File: src/rtl/rom_burst_reader.sv
// Burst read sequencer for a registered-output ROM: issues one address per cycle under
// FIFO credit, captures the returned words and streams them out with a per-beat last flag.
module rom_burst_reader #(
  parameter int ADDR    = 5,
  parameter int WIDTH   = 8,
  parameter int LEN_W   = 6,
  parameter int DEPTH   = 4,
  parameter int ROM_LAT = 1
) (
  input  logic             clk,
  input  logic             rst,
  input  logic             req_valid,
  output logic             req_ready,
  input  logic [ADDR-1:0]  req_addr,
  input  logic [LEN_W-1:0] req_len,
  output logic             rom_rd,
  output logic [ADDR-1:0]  rom_addr,
  input  logic [WIDTH-1:0] rom_data,
  output logic             out_valid,
  input  logic             out_ready,
  output logic [WIDTH-1:0] out_data,
  output logic             out_last,
  output logic             busy,
  output logic             done
);

  // state | meaning
  // IDLE  | waiting for a request; zero-length requests complete here
  // ISSUE | driving ROM reads while FIFO credit allows
  // DRAIN | all beats issued; waiting for the pipe and FIFO to empty
  typedef enum logic [1:0] {IDLE, ISSUE, DRAIN} state_t;

  localparam int PTR_W = $clog2(DEPTH);
  localparam int CNT_W = $clog2(DEPTH + 1);
  localparam int OCC_W = $clog2(DEPTH + ROM_LAT + 3);

  state_t             state;
  logic [ADDR-1:0]    cur_addr;
  logic [LEN_W-1:0]   remaining;
  logic [ROM_LAT:0]   pipe_v;
  logic [ROM_LAT:0]   pipe_l;

  logic [WIDTH-1:0]   mem_data [DEPTH];
  logic               mem_last [DEPTH];
  logic [PTR_W-1:0]   wr_ptr;
  logic [PTR_W-1:0]   rd_ptr;
  logic [CNT_W-1:0]   fifo_count;
  logic [CNT_W-1:0]   count_next;

  logic               push;
  logic               pop;
  logic               credit;
  logic               drained;
  logic [OCC_W-1:0]   inflight;
  logic [OCC_W-1:0]   inflight_after;
  logic [OCC_W-1:0]   occupancy;

  assign rom_rd    = pipe_v[0];
  assign push      = pipe_v[ROM_LAT];
  assign out_valid = (fifo_count != '0);
  assign pop       = out_valid && out_ready;
  assign req_ready = (state == IDLE);
  assign busy      = (state != IDLE);
  assign out_data  = out_valid ? mem_data[rd_ptr] : '0;
  assign out_last  = out_valid & mem_last[rd_ptr];

  // inflight_after excludes the top stage, which lands in the FIFO this edge
  always_comb begin
    inflight       = '0;
    inflight_after = '0;
    for (int i = 0; i <= ROM_LAT; i++) inflight += OCC_W'(pipe_v[i]);
    for (int i = 0; i < ROM_LAT; i++) inflight_after += OCC_W'(pipe_v[i]);
  end

  assign occupancy  = OCC_W'(fifo_count) + inflight - OCC_W'(pop);
  assign credit     = (occupancy < OCC_W'(DEPTH));
  assign count_next = fifo_count + CNT_W'(push) - CNT_W'(pop);
  assign drained    = (count_next == '0) && (inflight_after == '0);

  always_ff @(posedge clk) begin
    if (rst) begin
      state     <= IDLE;
      cur_addr  <= '0;
      remaining <= '0;
      pipe_v    <= '0;
      pipe_l    <= '0;
      rom_addr  <= '0;
      done      <= 1'b0;
    end else begin
      done <= 1'b0;
      for (int i = ROM_LAT; i > 0; i--) begin
        pipe_v[i] <= pipe_v[i-1];
        pipe_l[i] <= pipe_l[i-1];
      end
      pipe_v[0] <= 1'b0;
      pipe_l[0] <= 1'b0;
      case (state)
        IDLE: begin
          if (req_valid) begin
            if (req_len != '0) begin
              cur_addr  <= req_addr;
              remaining <= req_len;
              state     <= ISSUE;
            end else begin
              done <= 1'b1;
            end
          end
        end
        ISSUE: begin
          if (credit) begin
            pipe_v[0] <= 1'b1;
            pipe_l[0] <= (remaining == LEN_W'(1));
            rom_addr  <= cur_addr;
            cur_addr  <= cur_addr + ADDR'(1);
            remaining <= remaining - LEN_W'(1);
            if (remaining == LEN_W'(1)) state <= DRAIN;
          end
        end
        DRAIN: begin
          if (drained) begin
            done  <= 1'b1;
            state <= IDLE;
          end
        end
        default: state <= IDLE;
      endcase
    end
  end

  always_ff @(posedge clk) begin
    if (rst) begin
      wr_ptr     <= '0;
      rd_ptr     <= '0;
      fifo_count <= '0;
    end else begin
      if (push) wr_ptr <= wr_ptr + PTR_W'(1);
      if (pop)  rd_ptr <= rd_ptr + PTR_W'(1);
      fifo_count <= count_next;
    end
  end

  // Storage needs no reset: entries are only visible through fifo_count.
  always_ff @(posedge clk) begin
    if (push) begin
      mem_data[wr_ptr] <= rom_data;
      mem_last[wr_ptr] <= pipe_l[ROM_LAT];
    end
  end

endmodule
File: config.mk
export PLATFORM = sky130hd
export DESIGN_NAME = rom_burst_reader
export DESIGN_NICKNAME = d
export VERILOG_FILES = /design/src/rtl/rom_burst_reader.sv
export SDC_FILE = /design/constraint.sdc
export NUM_CORES = 1
export LEC_CHECK = 0
export BUFFER_PORTS_ARGS = -buffer_cell sky130_fd_sc_hd__buf_2
export CORE_UTILIZATION = 44
export DETAILED_ROUTE_END_ITERATION = 7
export MAX_ROUTING_LAYER = met4
export PLACE_DENSITY = 0.61
export SLEW_MARGIN = 20
export SYNTH_ARGS = -nofsm -noshare
export SYNTH_HDL_FRONTEND = slang
export SYNTH_SLANG_ARGS = --single-unit
File: constraint.sdc
create_clock -name clk -period 3.3 [get_ports clk]
set_input_delay 0.33 -clock clk [delete_from_list [all_inputs] [get_ports clk]]
set_output_delay 0.33 -clock clk [all_outputs]
set_load 0.05 [all_outputs]
* After elaboration in Yosys (flattened, before gate mapping)
Memory sizes are Yosys's and may differ from the RTL's. A register that Yosys moved wholly into a read port is not among the register bits. Cells that the tools add are included.
Cells by class: $add $sub $neg 9, multiply operators 0, divide/modulo/power cells 0, $lt $le $gt $ge 1, eq/ne operators 8, shift-type cells 0, multiplexer cells 26, bitwise logic cells 3, reduce and logical (&&, ||, !) cells 14
Operators by type and width (count):
- $mux W2 | 9
- $mux W6 | 3
- $mux W5 | 3
- $pmux W6 S2 | 1
- $pmux W5 S2 | 1
- $mux W8 | 1
- $ne A2 B2 Y1 const B | 4
- $eq A6 B1 Y1 const B | 1
- $logic_not A3 Y1 | 2
- $mux W1 | 6
- $pmux W2 S3 | 1
- $reduce_bool A6 Y1 | 1
- $sub A3 B1 Y3 | 2
- $sub A6 B1 Y6 const B | 1
- $add A5 B1 Y5 const B | 1
- $reduce_and A5 Y1 | 1
- $add A2 B1 Y2 const B | 2
- $reduce_and A4 Y1 | 1
- $reduce_bool A2 Y1 | 2
- $add A3 B1 Y3 | 1
- $add A3 B2 Y3 | 1
- $lt A3 B3 Y1 const B | 1
- $reduce_bool A3 Y1 | 1
- $reduce_or A3 Y1 | 1
- other kinds (11) | 13
Word-level totals: register bits after elaboration 30, bits in latches 0, RAM bits 36, bits in read-only memories 0, input port bits 23, output and inout port bits 19, word-level logic and storage cells 75, memories 2
Memory list:
- mem_data | words 4, bits a word 8, read ports 1, clocked after memory_dff 1, wr ports 1, line 43 | logic [WIDTH-1:0] mem_data [DEPTH];
- mem_last | words 4, bits a word 1, read ports 1, clocked after memory_dff 1, wr ports 1, line 44 | logic mem_last [DEPTH];

* Logic depth before layout (Yosys ltp)
Gate-level depths: netlist of the first run.
depth in word-level cells 7, depth in mapped cells 13, mapped depth without buffers 10

* Least setup slack after synthesis of the first run
OpenSTA, ideal clock, no wires.
path kind register to register, start point register fifo_count[0], end point register remaining[1], library setup time 0.128 ns, data arrival time 2.422 ns, required time 3.172 ns, setup slack 0.750 ns, stages on the path, launching flop included 14, path buffers 3, period minus slack after synthesis 2.550 ns, cell sequence dfxtp_1 or3_1 nand2_1 or2_2 nand2_1 ha_1 nand3_1 and4_2 buf_2 nor3_4 buf_6 buf_12 mux2i_1 nor2_1
Between the ends: cells in the longest elaborated chain, start to end 6
RTL lines:
- start, declared | line 47 | logic [CNT_W-1:0] fifo_count;
- start signal, assigned | line 138 | fifo_count <= count_next;
- parallel branches: the longest is 2 deep, another holds $add A3 B2 Y3
- $sub A3 B1 Y3 * | line 75 | assign occupancy = OCC_W'(fifo_count) + inflight - OCC_W'(pop);
- $lt A3 B3 Y1 * | line 76 | assign credit = (occupancy < OCC_W'(DEPTH));
- $ne A2 B2 Y1 (no source line) *
- $reduce_and A4 Y1 (no source line) *
- end signal, assigned | line 102 | remaining <= req_len;
- end signal, assigned | line 115 | remaining <= remaining - LEN_W'(1);
- end, declared | line 39 | logic [LEN_W-1:0] remaining;
Mark *: on every way between the ends. A chain may end at the register's enable or synchronous reset.

* Worst setup path in the final report of the first run
start point register fifo_count[0], end point register remaining[0]
The elaborated chain is that of the path after synthesis.

==> results of run 1 <==
-- flip-flops by register name (all words and copies together) (netlist names), 2 cells and up, named ones only --
signal      cells
cur_addr        5
fifo_count      3
wr_ptr          2
rom_addr        5
mem_last        4
rd_ptr          2
state           2
mem_data       32
pipe_l          2
pipe_v          2
remaining       6
-- critical path, cell delays in order (launching register included) --
cell,delay [ns]
dfxtp_1,0.32
or3_1,0.40
nand2_1,0.13
or2_2,0.13
ha_1,0.23
a21oi_1,0.33
and4_2,0.39
nor3_4,0.06
buf_4,0.21
a211o_2,0.31
and3_1,0.17
-- kinds of logic (layout without fill, tap and decap cells) --
group	count (synthesis)	count (layout)
simple gates	81	81
flops	68	68
compound gates	46	46
buf+inv	23	69
mux	12	12
fa+ha+maj	11	11
xor+xnor	6	6
-- cell type report --
cell class | count | area (µm²)
flip-flops and latches | 68 | 1720
fillers | 582 | 3070
multi-input cells | 156 | 1180
well taps | 77 | 96.3
clock buffers | 9 | 124
repair buffers | 43 | 220
inverters | 10 | 37.5
clock inverters | 7 | 51.3
-- worst paths after layout --
check	end	from	depth (start not counted)
setup / recovery	remaining[0]$_SDFFE_PP0P_	fifo_count[0]$_SDFF_PP0_	10
hold / removal	mem_data[2][0]$_DFFE_PP_	rom_data[0]	1
setup reg to reg	remaining[0]$_SDFFE_PP0P_	fifo_count[0]$_SDFF_PP0_	10
hold reg to reg	pipe_l[1]$_SDFF_PP0_	pipe_l[0]$_SDFF_PP0_	1
-- cell usage in the layout, fill, tap and decap left out, drive strengths merged, types with 4 or more instances in the layout --
cell / n
edfxtp: 36
nor2b: 7
ha: 10
nor2: 12
mux4: 9
dfxtp: 32
buf: 43
inv: 12
nand3: 7
clkbuf: 9
and2: 14
nand2: 18
o32ai: 4
o21ai: 12
nor3: 7
xor2: 4
a21oi: 21
-- power by group through the flow --
stage	Combinational, mW	Clock, mW	Sequential, mW
after floorplan	1.00	0	1.10
after CTS	1.20	0.617	1.11
after global routing	1.30	0.657	1.13
final	1.19	0.600	1.11
after global placement	1.19	0	1.13
after detailed placement	1.19	0	1.13
-- through the flow --
stage	util	instance area (µm²)	std cells	total power [mW]	setup slack, ns
6_report	0.528	3430	370	2.90	0.526
5_1_grt	0.528	3430	370	3.09	0.394
4_1_cts	0.528	3430	370	2.93	0.539
3_5_place_dp	0.501	3250	354	2.33	0.542
3_3_place_gp	0.501	3250	354	2.32	0.595
2_1_floorplan	-	3020	247	2.10	0.750
-- layer usage --
| metal | global-route usage | vias up |
|---|---|---|
| met5 | - | - |
| met4 | 0.0955 | 0 |
| met3 | 0.0418 | 13 |
| met2 | 0.238 | 37 |
| met1 | 0.240 | 956 |
| li1 | - | 981 |
==> results.sh, run 1 <==
export IMPL_start_util=0.465
export IMPL_grt_overflow=0
export IMPL_synthSimpleGateAreaFrac=0.147
export IMPL_synthArstFlopShare=0
export IMPL_cp_max_fo=20
export IMPL_maxCapViolCount=0
export IMPL_root_buffer="clkbuf_8"
export IMPL_fin_crit_ns=2.77
export IMPL_route_detailed_wl_per_inst_um=14.8
export IMPL_slew_headroom=0.589
export IMPL_p_seq_frac=0.382
export IMPL_tns_ns=0
export IMPL_core_area_um2=6490
export IMPL_drt_met1_wl_um=2780
export IMPL_synth_edf_count=36
export IMPL_yosys_area_top_type="edfxtp_1"
export IMPL_p_leak_nw=1.30
export IMPL_dr_wl_met2_um=2390
export IMPL_reg2reg_slack_ns=0.53
export IMPL_area_growth_pct=13.5
export IMPL_numPortBuffers=41
export IMPL_intPower_mw=1.70
export IMPL_totalWireLength_um=5470
export IMPL_power_share_clock=0.207
export IMPL_fin_skew_ns=0.0101
export IMPL_violations="design-rule violations"
export IMPL_seq_area_frac_synth=0.570
export IMPL_path_clk_slew_ns=0.08
export IMPL_synth_area_per_cell_um2=12.2
export IMPL_yosys_warnings=0
export IMPL_synth_mux_area_frac=0.0770
export IMPL_yosys_top_cells_count="36 x edfxtp_1, 32 x dfxtp_1, 21 x a21oi_1"
export IMPL_hold_class="input port to register"
export IMPL_syn_inst=247
export IMPL_die_w_um=84.9
export IMPL_synth_adder_area_share=0.0480
export IMPL_ys_ff_latch=68
export IMPL_synth_cell_area_um2=3020
export IMPL_synth_top_family_by_area="simple AND/OR/NAND/NOR gates"
export IMPL_hold_viol=0
export IMPL_viasPerCell=5.37
export IMPL_cp_arrival_ns=3.02
export IMPL_yosys_area_top_type_share=0.358
export IMPL_cts_sink_count=68
export IMPL_cts_made_buffers=9
export IMPL_drc=2
export IMPL_num_vias=1987
export IMPL_wl_met3_um=160
export IMPL_synth_xor_area_frac=0.0174
export IMPL_worstMarginPinSlew_ns=0.616
export IMPL_grt_pass1_wl_um=9040
export IMPL_p_switching_mw=1.21
export IMPL_antenna_found_initial=0
export IMPL_synth_compound_area_share=0.100
export IMPL_drv_slew=0
export IMPL_first_pass_iters=8
export IMPL_grt_pass1_vias=1819
export IMPL_holdWs_ns=0.195
export IMPL_max_freq_ghz=0.361
export IMPL_yosysUniqueCellTypes=45
export IMPL_status="finished with violations"
export IMPL_rsz0062_at_grt="false"
export IMPL_power_frac_comb=0.411
export IMPL_synthFlopType="edfxtp_1"
export IMPL_hold_buffers=0
export IMPL_cp_end_kind="register"
export IMPL_ant_nets=0
export IMPL_yosys_top_cells_area="edfxtp_1 36%, dfxtp_1 21%, mux4_2 6.7%, ha_1 4.1%, a21oi_1 3.5%"
export IMPL_io_pins=42
export IMPL_finalCritPeriodShare=0.840
export IMPL_setup_viol=0
export IMPL_cts_resized=0
export IMPL_clockBufferDepth=2
export IMPL_place_gp_congestion=0.829
export IMPL_post_cts_buffers=0
export IMPL_cp_required_ns=3.54
export IMPL_die_h_um=84.9
export IMPL_die_area_um2=7200
export IMPL_vdd_ir_drop_max_v=0.000323
export IMPL_synth_nets=281
export IMPL_p_per_area_nw_per_um2=846
export IMPL_htree_levels=3
export IMPL_rows=29
export IMPL_clk_latency_ns=0.35
export IMPL_cts_tree="built"
export IMPL_startpoint_type="register"
export IMPL_switching_share=0.416
export IMPL_antenna_cells=0
export IMPL_nets=322
export IMPL_synth_most_common_cell="edfxtp_1"
export IMPL_dr_first_iter_drc_count=106
export IMPL_grt_max_degree=30
export IMPL_worstSetupPathType="register to register"
export IMPL_drive_above_1_share=0.276
export IMPL_grt_use_total=0.175
export IMPL_hpwl_um=3730
export IMPL_top_layer="met4"
No activity file was read; power rests on OpenSTA's default activity.
==> run 2: changes to the inputs <==
PLACE_DENSITY = 0.63   (was 0.61)
clock period = 2.3 ns   (was 3.3 ns; I/O delays follow)
==> run 2 against run 1 <==
Net effect: the flow finishes with violations (design-rule violations, negative setup slack); first-iteration DRC count shrank 24%; power grew 66%; clock skew shrank 0.0034 ns; worst setup slack lost 0.56 ns; routed wire length grew 7.5%; sequential cell count is the same; largest cell class unchanged; largest power group unchanged.
==> results.sh, run 2 (synthesized netlist as in run 1, its figures left out) <==
export IMPL_rows=29
export IMPL_tns_ns=-0.107
export IMPL_hpwl_um=4110
export IMPL_drc=2
export IMPL_intPower_mw=2.96
export IMPL_clk_latency_ns=0.33
export IMPL_numPortBuffers=41
export IMPL_switching_share=0.384
export IMPL_totalWireLength_um=5880
export IMPL_placed_cells=372
export IMPL_route_detailed_wl_per_inst_um=15.0
export IMPL_cp_arrival_ns=2.57
export IMPL_cp_max_fo=6
export IMPL_vdd_ir_drop_max_v=0.000716
export IMPL_ant_nets=0
export IMPL_final_util=0.574
export IMPL_drive_above_1_share=0.362
export IMPL_hold_viol=0
export IMPL_die_w_um=84.9
export IMPL_clockBufferDepth=2
export IMPL_rsz0062_at_grt="true"
export IMPL_status="finished with violations"
export IMPL_top_register="mem_data"
export IMPL_cpMaxStageDelayCell="or3_4"
export IMPL_io_pins=42
export IMPL_grt_max_degree=30
export IMPL_power_frac_comb=0.461
export IMPL_maxCapViolCount=0
export IMPL_cts_tree="built"
export IMPL_die_area_um2=7200
export IMPL_grt_use_total=0.189
export IMPL_fin_crit_ns=2.34
export IMPL_area_growth_pct=23.3
export IMPL_layout_common_cells="42 x buf_2, 36 x edfxtp_1, 31 x dfxtp_1, 21 x buf_4, 20 x a21oi_1"
export IMPL_grtUsageMet3=0.0360
export IMPL_fin_ws_ns=-0.0384
export IMPL_dr_first_iter_drc_count=81
export IMPL_grt_pass1_vias=2107
export IMPL_max_freq_ghz=0.428
export IMPL_hold_class="input port to register"
export IMPL_cp_required_ns=2.53
export IMPL_place_gp_congestion=0.855
export IMPL_cpPeakStageDelay_ns=0.41
export IMPL_finalCritPeriodShare=1.02
export IMPL_htree_levels=3
export IMPL_nets=344
export IMPL_grt_overflow=0
export IMPL_violations="design-rule violations, negative setup slack"
export IMPL_start_util=0.465
export IMPL_drv_slew=0
export IMPL_met1_usage=0.226
export IMPL_largest_reg_flops=32
export IMPL_num_vias=2041
export IMPL_viasPerCell=5.21
export IMPL_final_cells=392
export IMPL_startpoint_type="register"
export IMPL_placed_area_um2=3470
export IMPL_fin_area_um2=3730
export IMPL_grt_pass1_wl_um=9980
export IMPL_setup_viol=5
export IMPL_worstMarginPinSlew_ns=0.543
export IMPL_crit_chain="or3_4 > nand2_4 > or2_4 > nand2_2 > ha_4 > nand3_4 > and4_4 > nor3_4 > buf_6 > a21oi_1 > o221a_2"
export IMPL_reg_largest_list="mem_data: 32 flops, remaining: 6 flops"
export IMPL_cts_made_buffers=9
export IMPL_core_area_um2=6490
export IMPL_p_seq_frac=0.320
export IMPL_slew_headroom=0.638
export IMPL_cp_end_kind="register"
export IMPL_grt_use_met2=0.309
export IMPL_path_clk_slew_ns=0.08
export IMPL_root_buffer="clkbuf_8"
export IMPL_hold_buffers=0
export IMPL_p_leak_nw=1.44
export IMPL_final_common_cell="buf_2"
export IMPL_antenna_found_initial=0
export IMPL_p_switching_mw=1.85
export IMPL_fin_skew_ns=0.00674
export IMPL_fill_cells=554
export IMPL_first_pass_iters=6
export IMPL_worstSetupPathType="register to register"
export IMPL_power_share_clock=0.218
export IMPL_grt_busiest_layer="met2"
export IMPL_die_h_um=84.9
export IMPL_antenna_cells=0
export IMPL_p_per_area_nw_per_um2=1290
export IMPL_cts_sink_count=68
==> run 2: what timing repair did <==
action                                  4_1_cts  5_1_grt
cloned                                        1        0
setup buffers                                 1        2
endpoints found under the setup margin        7       17
pin swaps                                     1        0
resized for setup                             1        3
==> run 2: worst max-delay path, delay by kind of cell, from the launching register on <==
| family | cells | cell delay, ns |
|---|---|---|
| buf+inv | 1 | 0.16 |
| flops | 1 | 0.31 |
| compound gates | 2 | 0.30 |
| fa+ha+maj | 1 | 0.27 |
| simple gates | 7 | 1.20 |
==> run 2: area by class of cell <==
class                      count  area, µm²  area share
inverter                      10       37.5      0.0101
multi-input combinational    156       1270       0.341
clock inverter                 5       77.6      0.0208
timing repair buffer          65        390       0.105
clock buffer                  11        131      0.0353
sequential                    68       1720       0.462
tap                           77       96.3      0.0259
==> run 2: per-stage QoR <==
step	hold WS [ns]	setup WS (ns)	total power, mW
floorplan	0.329	-0.108	3.19
global placement	0.422	-0.0396	3.68
detailed placement	0.431	-0.0867	3.71
CTS	0.0985	-0.0537	4.79
global route	0.0997	-0.135	5.10
finish	0.110	-0.0384	4.81
==> run 2: final timing paths <==
kind	startpoint	to	slack, ns	depth (start not counted)
hold / removal	rom_data[1]	mem_data[0][1]$_DFFE_PP_	0.11	1
setup / recovery	fifo_count[2]$_SDFF_PP0_	cur_addr[0]$_SDFFE_PP0P_	-0.04	11
hold reg to reg	pipe_l[0]$_SDFF_PP0_	pipe_l[1]$_SDFF_PP0_	0.44	1
setup reg to reg	fifo_count[2]$_SDFF_PP0_	cur_addr[0]$_SDFFE_PP0P_	-0.04	11
==> run 2: power by group through the flow <==
stage	combinational, mW	clock [mW]	sequential [mW]
2_1_floorplan	1.60	0	1.59
3_3_place_gp	2.12	0	1.56
3_5_place_dp	2.14	0	1.57
4_1_cts	2.18	1.07	1.54
5_1_grt	2.41	1.13	1.56
6_report	2.22	1.05	1.54
==> run 2: layer usage <==
layer  routed length (µm)  vias up
met5                    0        -
met4                  112        0
met3                  202       11
met2                 2820       44
met1                 2740      967
li1                     -     1019
